<file path="config.mk">
export PLATFORM = sky130hd
export DESIGN_NAME = wt_fetch_ctrl
export DESIGN_NICKNAME = d
export VERILOG_FILES = /design/src/rtl/wt_fetch_ctrl.sv
export SDC_FILE = /design/constraint.sdc
export NUM_CORES = 2
export LEC_CHECK = 0
export ABC_AREA = 1
export CAP_MARGIN = 5
export CORE_MARGIN = 2
export CORE_UTILIZATION = 30
export DETAILED_ROUTE_END_ITERATION = 10
export HOLD_SLACK_MARGIN = 0.15
export SLEW_MARGIN = 20
export SYNTH_ARGS = -nofsm -noshare
export SYNTH_HDL_FRONTEND = slang
export SYNTH_SLANG_ARGS = --single-unit
</file>
<file path="constraint.sdc">
create_clock -name clk -period 28.9 [get_ports clk]
set_clock_uncertainty 0.1 [all_clocks]
set_input_delay 4.335 -clock clk [delete_from_list [all_inputs] [get_ports clk]]
set_output_delay 4.335 -clock clk [all_outputs]
set_load 0.01 [all_outputs]
</file>
<file path="src/rtl/wt_fetch_ctrl.sv">
// Weight ROM fetch sequencer: reads word pairs from a dual-port ROM and streams them over valid/ready.
// Define WT_FETCH_PERF_EN to add the perf_stall back-pressure cycle counter.
module wt_fetch_ctrl #(
    parameter int unsigned ADDR_WIDTH = 7,
    parameter int unsigned DATA_WIDTH = 144,
    parameter int unsigned DEPTH      = 76
) (
    input  logic                  clk,
    input  logic                  rst,
    input  logic                  start,
    input  logic [ADDR_WIDTH-1:0] cfg_base,
    input  logic [ADDR_WIDTH-1:0] cfg_len,
    output logic                  busy,
    output logic                  done,
    output logic [ADDR_WIDTH-1:0] addr_a,
    output logic [ADDR_WIDTH-1:0] addr_b,
    input  logic [DATA_WIDTH-1:0] q_a,
    input  logic [DATA_WIDTH-1:0] q_b,
    output logic                  wt_valid,
    input  logic                  wt_ready,
    output logic [DATA_WIDTH-1:0] wt_data_a,
    output logic [DATA_WIDTH-1:0] wt_data_b,
    output logic                  wt_b_vld,
    output logic                  wt_last
`ifdef WT_FETCH_PERF_EN
    ,
    output logic [15:0]           perf_stall
`endif
);

    typedef enum logic [1:0] {StIdle, StFetch, StDrain, StDone} state_t;

    typedef struct packed {
        logic                  vld;
        logic                  bv;
        logic                  last;
        logic [DATA_WIDTH-1:0] a;
        logic [DATA_WIDTH-1:0] b;
    } ent_t;

    localparam logic [ADDR_WIDTH-1:0] One       = ADDR_WIDTH'(1);
    localparam logic [ADDR_WIDTH-1:0] Two       = ADDR_WIDTH'(2);
    localparam logic [ADDR_WIDTH-1:0] AddrLast  = ADDR_WIDTH'(DEPTH - 1);
    localparam logic [ADDR_WIDTH-1:0] AddrLast2 = ADDR_WIDTH'(DEPTH - 2);

    state_t                state;
    logic [ADDR_WIDTH-1:0] ptr, rem, src_ptr, src_rem, ptr_p1, ptr_p2;
    logic                  iss1, iss2, bv1, bv2, last1, last2;
    logic                  start_ok, issue, pop, push;
    logic [1:0]            cnt, wr_idx;
    logic [2:0]            pending;

    // slot[0] is the output register; slots 1-2 form the FIFO behind it
    ent_t slot [3];
    ent_t slot_nxt [3];

    assign start_ok = start && (state == StIdle || state == StDone);
    assign pop      = slot[0].vld && wt_ready;
    assign push     = iss2;
    assign cnt      = 2'(slot[0].vld) + 2'(slot[1].vld) + 2'(slot[2].vld);
    // Entries that will occupy the buffer once all outstanding reads land
    assign pending  = 3'(cnt) + 3'(iss1) + 3'(iss2) - 3'(pop);

    // First pair is issued on the same edge the start is accepted
    assign src_ptr = start_ok ? cfg_base : ptr;
    assign src_rem = start_ok ? cfg_len : rem;
    assign issue   = start_ok ? (cfg_len != '0)
                              : (state == StFetch && rem != '0 && pending < 3'd3);
    assign ptr_p1  = (src_ptr == AddrLast) ? '0 : src_ptr + One;
    assign ptr_p2  = (src_ptr >= AddrLast2) ? src_ptr - AddrLast2 : src_ptr + Two;

    always_ff @(posedge clk or posedge rst) begin
        if (rst) begin
            state  <= StIdle;
            busy   <= 1'b0;
            done   <= 1'b0;
            ptr    <= '0;
            rem    <= '0;
            addr_a <= '0;
            addr_b <= '0;
            iss1   <= 1'b0;
            iss2   <= 1'b0;
            bv1    <= 1'b0;
            bv2    <= 1'b0;
            last1  <= 1'b0;
            last2  <= 1'b0;
        end else begin
            done  <= 1'b0;
            iss1  <= issue;
            bv1   <= (src_rem != One);
            last1 <= (src_rem <= Two);
            iss2  <= iss1;
            bv2   <= bv1;
            last2 <= last1;
            if (issue) begin
                addr_a <= src_ptr;
                addr_b <= (src_rem == One) ? src_ptr : ptr_p1;
                ptr    <= ptr_p2;
                rem    <= (src_rem > Two) ? src_rem - Two : '0;
            end
            unique case (state)
                StIdle, StDone: begin
                    state <= StIdle;
                    // Zero-length runs go straight to DRAIN so busy still shows for a cycle
                    if (start_ok) begin
                        busy  <= 1'b1;
                        state <= (cfg_len > Two) ? StFetch : StDrain;
                    end
                end
                StFetch: if (issue && rem <= Two) state <= StDrain;
                StDrain: begin
                    if (pending == 3'd0) begin
                        state <= StDone;
                        busy  <= 1'b0;
                        done  <= 1'b1;
                    end
                end
                default: state <= StIdle;
            endcase
        end
    end

    always_comb begin
        slot_nxt = slot;
        wr_idx   = cnt - 2'(pop);
        if (pop) begin
            slot_nxt[0] = slot[1];
            slot_nxt[1] = slot[2];
            slot_nxt[2] = '0;
        end
        if (push) begin
            slot_nxt[wr_idx].vld  = 1'b1;
            slot_nxt[wr_idx].bv   = bv2;
            slot_nxt[wr_idx].last = last2;
            slot_nxt[wr_idx].a    = q_a;
            slot_nxt[wr_idx].b    = bv2 ? q_b : '0;
        end
    end

    always_ff @(posedge clk or posedge rst) begin
        if (rst) begin
            for (int i = 0; i < 3; i++) slot[i] <= '0;
        end else begin
            slot <= slot_nxt;
        end
    end

    assign wt_valid  = slot[0].vld;
    assign wt_b_vld  = slot[0].bv;
    assign wt_last   = slot[0].last;
    assign wt_data_a = slot[0].a;
    assign wt_data_b = slot[0].b;

`ifdef WT_FETCH_PERF_EN
    always_ff @(posedge clk or posedge rst) begin
        if (rst) begin
            perf_stall <= '0;
        end else if (start_ok) begin
            perf_stall <= '0;
        end else if (wt_valid && !wt_ready && perf_stall != 16'hFFFF) begin
            perf_stall <= perf_stall + 16'd1;
        end
    end
`endif

endmodule

</file>
==> metrics.txt <==
required time of the worst setup path around 29 ns; Cell Area, Synth around 43,000 um2; final hold viol count 0; DRT iter0 DRCs roughly 2,800; CTS tree yes; post-synthesis register bit count just over 900; clk_lat worst skew 0.71 ns; Fillers 14,280; met3 routed WL around 8200 um; Hold Slack ~0.26 ns; worst vdd ir roughly 0.072 mV; Crit. Startpoint wt_ready; Pwr Density between 100 and 150 nW/um2; GPL Wtd Cong 0.8117; most common cell in the netlist nand2_1; syn nets between 5,000 and 6,000; vias per cell between 4 and 5; unrepaired setup endpoints after global routing no; FF-to-FF path depth 17; r2r startpoint wt_valid$_DFF_PP0_; Initial DRT Pass Iterations 5; Yosys top cell area share 53.07%; WL met1 between 50,000 and 60,000 um; Commonest cells post-synth nand2_1, dfrtp_1, o21ai_0; cts repair resizes 0; Mapped Cells about 5,000; Clock transition at path regs approximately 0.060 ns; CORE AREA 141,800 um2; Routed WL per cell 17.84 um; Reg area between 20,000 and 25,000 um2; setup repair bufs after CTS 0; Post-synth ARST share between 90% and 100%; crit path launch type input pin; Setup CP Type input pin to flop; Final setup viols 0; clock sinks just over 900; H-tree Lvls 3; final period utilization 29.42%; Max-cap violations 0; final setup TNS 0 ns; I/O pins between 600 and 700; DRC 0; largest net degree at the start of global routing approximately 210; Synth area leader dfrtp_1; LEAKAGE 0.02318 uW; post-route ant nets 0; Max Clk Rate 117.6 MHz; Initial Util between 30% and 40%; All-Layer GR Usage around 17%; global-route wire length before repair about 200,000 um; layout net count between 5,000 and 6,000; critical path capture point rem[3]$_DFFE_PP0P_; gr ovfl total 0; Hold Path Class flop to flop; routed wl met2 a little under 60,000 um; reg2reg end rem[3]$_DFFE_PP0P_; via count 34,330; Port Buffers 612; Die Ht around 380 um; syn_area_per_cell approximately 8.6 um2; outcome finished, final reports clean; Worst-Margin Slew 1.133 ns; Area contributors post-synth dfrtp_1, nand2_1, o21ai_0; Max Used Layer met5; row count approximately 140; worst-path fanout max 117; Ys Warns 0; internal reg-to-reg setup slack approximately 24 ns; placed instance count ~6,900; die area about 150,000 um2; final non-filler cell total slightly above 7,000; Final Slew Violations 0; P&R area growth vs syn 20.10%; DP HPWL just under 80,000 um; initial antenna violation count 27; slew margin rel. approximately 24%; Multi-input gate area roughly 15,000 um2; deepest clock path buffer count 3; Setup crit end kind flop; number of flops mapped to enable cells by yosys 0; fraction of final layout cells sized beyond drive strength 1 under 10%; number of global-route vias before repair roughly 33,000; CTS Hold Bufs 0; Worst Path Arrival roughly 9 ns; sequential-to-total area share from yosys stat a little over half; die width ~380 um; final WL roughly 130,000 um; ys flop type dfrtp_1; Tmin final roughly 8.5 ns; clock buffer count from CTS 105; Yosys cell types 47; Root Driver clkbuf_16
-- critical path, stage by stage --
cell and delay (ns):
clkdlybuf4s50_1 0.57, nand2_8 0.40, inv_8 0.62, ha_1 0.38
xnor2_1 0.16, ha_1 0.17, a21oi_1 0.06, fa_1 0.55
inv_1 0.05, nand2_1 0.05, nand2_1 0.04, nor2_1 0.11
nand2_1 0.07, nand2_2 0.07, nand2_2 0.35, inv_2 0.40
nand3_1 0.21, o21ai_0 0.22
-- sequential cells by signal, summed over array words and instances, names as in the netlist, 2 cells and up --
| signal | flops |
|---|---|
| addr_b | 7 |
| state | 2 |
| wt_data_a | 144 |
| wt_data_b | 144 |
| ptr | 6 |
| rem | 7 |
| slot | 582 |
| addr_a | 7 |
-- stage by stage --
stage / total power, uW / worst slack, ns / utilization (%) / instance area [um2]
6_report: 6274 / 20.40 / 36.36 / 51540
5_1_grt: 6763 / 19.70 / 36.35 / 51530
4_1_cts: 6346 / 20.19 / 36.33 / 51510
3_5_place_dp: 4892 / 19.38 / 33.73 / 47810
3_3_place_gp: 4829 / 19.38 / 33.73 / 47810
2_1_floorplan: 4179 / 11.95 / - / 42920
-- area by class of cell --
cell class | count | area share [%]
antenna | 10 | 0.04855
clock buffer | 135 | 5.705
clock inverter | 57 | 1.466
inverter | 394 | 2.918
multi-input combinational | 3030 | 28.46
sequential | 910 | 44.19
tap | 1890 | 4.588
timing repair buffer | 655 | 12.62
-- per-layer routing --
layer  track usage (%)  vias up
li1                  -    16480
met1             22.23    16700
met2             27.17      919
met3             4.123      205
met4             5.971       24
met5                 0        -
-- cells in the final DEF (no fill, tap or decap), drive strengths merged --
master	synthesis	routed
a21oi	46	46
a22oi	25	25
a31oi	198	198
buf	487	43
bufinv	0	13
clkbuf	169	135
clkdlybuf4s50	0	612
clkinv	1	35
clkinvlp	0	9
dfrtp	910	910
diode	0	10
fa	2	2
ha	9	9
inv	393	394
mux2i	21	21
nand2	1237	1237
nand3	248	248
nand4	6	6
nor2	219	219
nor3	3	3
nor3b	1	1
o211ai	114	114
o21a	1	1
o21ai	715	715
o21bai	1	1
o22ai	165	165
o31ai	6	6
or2	3	3
or3	1	1
xnor2	2	2
xor2	7	7
-- worst min path at each step --
stage | startpoint | endpoint | cells after the start
2_1_floorplan | bv1$_DFF_PP0_ | bv2$_DFF_PP0_ | 0
3_3_place_gp | bv1$_DFF_PP0_ | bv2$_DFF_PP0_ | 0
3_5_place_dp | bv1$_DFF_PP0_ | bv2$_DFF_PP0_ | 0
4_1_cts | bv1$_DFF_PP0_ | bv2$_DFF_PP0_ | 0
5_1_grt | last1$_DFF_PP0_ | last2$_DFF_PP0_ | 0
6_report | bv1$_DFF_PP0_ | bv2$_DFF_PP0_ | 0
-- report_power, final --
group / switching (uW) / internal, uW
Clock: 572 / 838
Sequential: 312 / 1880
Combinational: 1590 / 1080
-- logic make-up after synthesis --
| group | after synthesis | share of synthesized area, % |
|---|---|---|
| and+or+nand+nor | 1718 | 16.28 |
| xor gates and xnor gates | 9 | 0.1837 |
| adders and majority gates | 11 | 0.3557 |
| AOI/OAI and AO/OA | 1271 | 16.79 |
| buffers and inverters | 1050 | 12.83 |
| muxes | 21 | 0.4898 |
| DFF | 910 | 53.07 |
Note: power is estimated with default switching activity, not from simulation.
